## src/rtl/hw_scan_ctrl.sv

```systemverilog
// Bounded set-bit scanner: walks a wide vector one word per cycle, streams set-bit indices (capped) and the total count.
// Define HWSCAN_MSB_FIRST_EN to scan from the highest word and highest bit downward.
module hw_scan_ctrl #(
  parameter int VEC_W   = 1024,
  parameter int WORD_W  = 32,
  parameter int MAX_LOC = 32
) (
  input  logic                       clk,
  input  logic                       rst,
  input  logic                       i_in_valid,
  output logic                       o_in_ready,
  input  logic [VEC_W-1:0]           i_in_data,
  output logic                       o_loc_valid,
  input  logic                       i_loc_ready,
  output logic [$clog2(VEC_W)-1:0]   o_loc_data,
  output logic [$clog2(MAX_LOC)-1:0] o_loc_ord,
  output logic                       o_done_valid,
  input  logic                       i_done_ready,
  output logic [$clog2(VEC_W):0]     o_done_count,
  output logic                       o_done_trunc
);

  localparam int NWORDS = VEC_W / WORD_W;
  localparam int IDX_W  = $clog2(NWORDS);
  localparam int BIT_W  = $clog2(WORD_W);
  localparam int LOC_W  = $clog2(VEC_W);
  localparam int ORD_W  = $clog2(MAX_LOC);
  localparam int NUM_W  = ORD_W + 1;
  localparam int CNT_W  = LOC_W + 1;
  localparam logic [NUM_W-1:0] CAP = NUM_W'(MAX_LOC);

`ifdef HWSCAN_MSB_FIRST_EN
  localparam logic [IDX_W-1:0] FIRST_IDX = IDX_W'(NWORDS - 1);
  localparam logic [IDX_W-1:0] LAST_IDX  = '0;
`else
  localparam logic [IDX_W-1:0] FIRST_IDX = '0;
  localparam logic [IDX_W-1:0] LAST_IDX  = IDX_W'(NWORDS - 1);
`endif

  typedef enum logic [1:0] {IDLE, SCAN, DONE} state_t;

  state_t             r_state, w_nextState;
  logic [VEC_W-1:0]   r_vec;
  logic [WORD_W-1:0]  r_curWord, w_nxtWord;
  logic [IDX_W-1:0]   r_wordIdx, w_nxtIdx;
  logic [NUM_W-1:0]   r_locNum, w_nxtLocNum;
  logic [CNT_W-1:0]   r_count, w_nxtCount;
  logic               r_locValid;
  logic [LOC_W-1:0]   r_locData;
  logic [ORD_W-1:0]   r_locOrd;
  logic [BIT_W-1:0]   w_nxtBit;
  logic               w_emit;

  function automatic logic [CNT_W-1:0] popcnt(input logic [WORD_W-1:0] w);
    logic [CNT_W-1:0] s;
    s = '0;
    for (int b = 0; b < WORD_W; b++) s = s + {{(CNT_W-1){1'b0}}, w[b]};
    return s;
  endfunction

  always_comb begin
    w_nextState = r_state;
    w_nxtWord   = r_curWord;
    w_nxtIdx    = r_wordIdx;
    w_nxtLocNum = r_locNum;
    w_nxtCount  = r_count;
    w_emit      = (r_curWord != '0) && (r_locNum < CAP);
    case (r_state)
      IDLE: begin
        if (i_in_valid) begin
          w_nextState = SCAN;
          w_nxtIdx    = FIRST_IDX;
          w_nxtWord   = i_in_data[int'(FIRST_IDX)*WORD_W +: WORD_W];
          w_nxtLocNum = '0;
          w_nxtCount  = popcnt(w_nxtWord);
        end
      end
      SCAN: begin
        // r_locData's low bits always name the bit currently on offer, so clear exactly that one
        if (w_emit) begin
          if (i_loc_ready) begin
            w_nxtWord   = r_curWord & ~(WORD_W'(1) << r_locData[BIT_W-1:0]);
            w_nxtLocNum = r_locNum + 1'b1;
          end
        end else if (r_wordIdx == LAST_IDX) begin
          w_nextState = DONE;
        end else begin
`ifdef HWSCAN_MSB_FIRST_EN
          w_nxtIdx = r_wordIdx - 1'b1;
`else
          w_nxtIdx = r_wordIdx + 1'b1;
`endif
          w_nxtWord  = r_vec[int'(w_nxtIdx)*WORD_W +: WORD_W];
          w_nxtCount = r_count + popcnt(w_nxtWord);
        end
      end
      DONE: begin
        if (i_done_ready) w_nextState = IDLE;
      end
      default: w_nextState = IDLE;
    endcase
  end

  // Bit selector runs on the next word so the location outputs can be registered
  always_comb begin
    w_nxtBit = '0;
`ifdef HWSCAN_MSB_FIRST_EN
    for (int b = 0; b < WORD_W; b++) if (w_nxtWord[b]) w_nxtBit = BIT_W'(b);
`else
    for (int b = WORD_W - 1; b >= 0; b--) if (w_nxtWord[b]) w_nxtBit = BIT_W'(b);
`endif
  end

  always_ff @(posedge clk or posedge rst) begin
    if (rst) begin
      r_state    <= IDLE;
      r_vec      <= '0;
      r_curWord  <= '0;
      r_wordIdx  <= '0;
      r_locNum   <= '0;
      r_count    <= '0;
      r_locValid <= 1'b0;
      r_locData  <= '0;
      r_locOrd   <= '0;
    end else begin
      r_state <= w_nextState;
      if (r_state == IDLE && i_in_valid) r_vec <= i_in_data;
      r_curWord  <= w_nxtWord;
      r_wordIdx  <= w_nxtIdx;
      r_locNum   <= w_nxtLocNum;
      r_count    <= w_nxtCount;
      r_locValid <= (w_nextState == SCAN) && (w_nxtWord != '0) && (w_nxtLocNum < CAP);
      r_locData  <= {w_nxtIdx, w_nxtBit};
      r_locOrd   <= w_nxtLocNum[ORD_W-1:0];
    end
  end

  assign o_in_ready   = (r_state == IDLE);
  assign o_loc_valid  = r_locValid;
  assign o_loc_data   = r_locData;
  assign o_loc_ord    = r_locOrd;
  assign o_done_valid = (r_state == DONE);
  assign o_done_count = (r_state == DONE) ? r_count : '0;
  assign o_done_trunc = (r_state == DONE) && (r_count > CNT_W'(MAX_LOC));

endmodule

```

## config.mk

```make
export PLATFORM = sky130hd
export DESIGN_NAME = hw_scan_ctrl
export DESIGN_NICKNAME = d
export VERILOG_FILES = /design/src/rtl/hw_scan_ctrl.sv
export SDC_FILE = /design/constraint.sdc
export NUM_CORES = 2
export LEC_CHECK = 0
export CAP_MARGIN = 20
export CORE_AREA = 2 2 412 414
export DETAILED_ROUTE_END_ITERATION = 6
export DIE_AREA = 0 0 414 416
export PLACE_DENSITY = 0.62
export SETUP_SLACK_MARGIN = 0.2
export SYNTH_ARGS = -nofsm -noshare
export SYNTH_HDL_FRONTEND = slang
export SYNTH_SLANG_ARGS = --single-unit
export TNS_END_PERCENT = 20
```

## constraint.sdc

```tcl
create_clock -name clk -period 46.7 [get_ports clk]
set_input_delay 4.67 -clock clk [delete_from_list [all_inputs] [get_ports clk]]
set_output_delay 4.67 -clock clk [all_outputs]
set_load 0.02 [all_outputs]
```

==> run metrics <==
outcome=complete, no violations; cts repair resizes=0; worst endpoint data arrival time=10700 ps; Synth cell types=73; Initial Utilization=0.309; Util after Layout=0.411; Hold Path Class=flip-flop to flip-flop; Period minus WS final=10100 ps; Slew @ Worst Pin=1160 ps; CTS Sinks=around 1100; Mapped Avg Cell Area=9.16 um2; Post-Route Skew=37.9 ps; Post-DRT Antenna Nets=0; vias per cell=5.07; root buffer cell=clkbuf_16; crit-path max cell delay=between 700 and 800 ps; Max-Cap Viols=0; GRT overflow=0; leakage=32.7 nW; Worst Path Max Fanout=37; Clock Path Buffers=3; final hold vios=0; ys flop type=dfrtp_1; Mapped Area=51900 um2; Fmax achieved=99.0 MHz; Slew Limit Headroom=0.222; Placed Area=64500 um2; Area growth syn-to-layout=33.0%; CTS tree=done; Max stage delay cell, worst path=ha_4; Synthesized Nets=6774; Critical Path Source Type=flip-flop; Residual DRC=0; Port-buffer cells=1058; unrepaired setup endpoints after global routing=false; largest net degree at the start of global routing=186; sequential element share of the synthesized area=0.523; async set or reset register ratio after synthesis=1.00; Crit. End Element=flip-flop; CP most frequent cell=fa_1; CP Data Required Time=47300 ps; Die X=414 um; clock slew seen by the registers of the worst setup and hold paths=60 ps; warnings from Yosys=0; Die ar.=roughly 170000 um2; row count=approximately 150; commonest non-fill, non-tap cells in the layout=nand2_1 (3241), dfrtp_1 (1085), clkdlybuf4s50_1 (1058), mux4_2 (252), clkbuf_16 (132); Post-Synthesis Cells=5669; clock network latency to the later pin of the worst-skew pair=between 700 and 800 ps; Max VDD drop=about 0.33 mV; CTS Buf Count=130; first-pass GRT wire length=338 mm; Nets=between 7000 and 8000; EDFF count, synth=0; #FFs+latches synth=1086; final setup violation count=0; antenna violations before repair=74; Die Y=between 400 and 500 um; gr usage total=0.274; Layout Cells excl Fill=8953; final wirelength=240 mm; router iterations before antenna repair=6; power per cell area=74.4 nW/um2; vias in the first global route=46255; Crit Path Class=flip-flop to flip-flop; io pins=1059; max-slew violations=0; DR iter-0 viols=4920; total number of vias=about 45000; placed insts=8662; layout cell share with drive strength beyond 1=0.0827; total power=5.14 mW; CTS H-tree lvls=4; hold buffers post-CTS=0; Final Cycle Share=0.216; final RePlAce weighted congestion=0.957; post-DP HPWL=184 mm; post-route setup TNS=0 ps; Routed WL per cell=26.8 um; R2R setup slack=36600 ps; Core Area=168000 um2; Post-CTS Setup Repair Bufs=0; commonest non-fill, non-tap cell in the layout=nand2_1; final instance area=69100 um2
power breakdown:
| part | internal (mW) | switching, mW |
|---|---|---|
| combinational | 1.02 | 1.41 |
| clock | 0.607 | 0.438 |
| sequential | 1.37 | 0.290 |
per-stage QoR:
step	hold WS [ps]	setup slack, ps
final	468	36600
after global routing	484	35990
after CTS	471	36490
after detailed placement	457	36560
after global placement	452	36560
after floorplan	440	11460
cell type report:
type / count / area (um2)
diodes: 57 / 143
clock buffers: 188 / 3810
multi-input cells: 4137 / 23000
repair buffers: 1129 / 11200
flip-flops and latches: 1086 / 27200
fillers: 16762 / 99100
inverters: 95 / 364
well taps: 2218 / 2780
clock inverters: 43 / 553
worst max-delay path: cells and delay by family, from the launching register on:
family,cells,cell delay (ps)
fa+ha+maj,9,4940
buf+inv,6,1540
compound gates,7,1180
mux,2,1000
flops,1,690
simple gates,3,360
xor+xnor,1,150
flip-flops by register name, indices dropped and copies added, names as in the netlist, named ones only:
signal       flops
r_curWord       32
r_count         11
o_loc_valid      1
r_state          2
o_loc_data       5
r_vec         1024
r_locNum         1
cell families after synthesis:
group,Yosys count,share of synthesized area
and+or+nand+nor,3539,0.265
DFF,1086,0.523
buffers and inverters,446,0.0355
muxes,317,0.123
AOI/OAI and AO/OA,189,0.0248
adders and majority gates,76,0.0255
xor gates and xnor gates,16,0.00299
synthesized netlist by cell type (4+ instances only):
master | count | area [um2]
a21oi_1 | 33 | 165
o221ai_1 | 8 | 70.1
nor2_1 | 78 | 293
xor2_1 | 5 | 43.8
or2_2 | 4 | 25.0
nor4_1 | 10 | 62.6
mux2i_1 | 61 | 611
o31ai_1 | 4 | 30.0
ha_1 | 26 | 325
o311ai_0 | 4 | 35.0
fa_1 | 50 | 1000
and3_1 | 9 | 56.3
a32o_1 | 5 | 50.1
nor2b_1 | 14 | 87.6
inv_1 | 94 | 353
o21ai_0 | 58 | 290
nand3_1 | 75 | 375
a211o_1 | 4 | 35.0
and4_1 | 4 | 35.0
nand4_1 | 43 | 269
a21o_1 | 11 | 82.6
and2_1 | 16 | 100
nand2b_1 | 11 | 68.8
mux4_2 | 252 | 5680
buf_1 | 14 | 52.6
nand2_1 | 3242 | 12200
buf_2 | 52 | 260
a31oi_1 | 4 | 25.0
o211ai_1 | 5 | 37.5
or4_1 | 4 | 30.0
a32oi_1 | 5 | 43.8
xnor2_1 | 9 | 78.8
or3_1 | 4 | 25.0
clkbuf_1 | 260 | 976
dfrtp_1 | 1086 | 27200
nor3_1 | 17 | 85.1
a221oi_1 | 10 | 87.6
buf_4 | 22 | 165
worst paths after layout:
path | startpoint | end | depth (start not counted)
worst min register to register | r_vec[393]$_DFFE_PP0P_ | r_vec[393]$_DFFE_PP0P_ | 2
worst max register to register | flip-flop | r_count[10]$_DFFE_PP0P_ | 28
max in group asynchronous | rst | r_vec[420]$_DFFE_PP0P_ | 7
min in group asynchronous | rst | r_vec[923]$_DFFE_PP0P_ | 2
worst min-delay path | r_vec[393]$_DFFE_PP0P_ | r_vec[393]$_DFFE_PP0P_ | 2
worst max-delay path | flip-flop | r_count[10]$_DFFE_PP0P_ | 28
per-layer routing:
metal / vias up / track usage / share of wire
met5: - / 0 / 0.00042
met4: 16 / 0.116 / 0.041
met3: 387 / 0.0555 / 0.068
met2: 1838 / 0.442 / 0.48
met1: 23079 / 0.359 / 0.41
li1: 20113 / - / -
(Power assumes the default switching activity.)
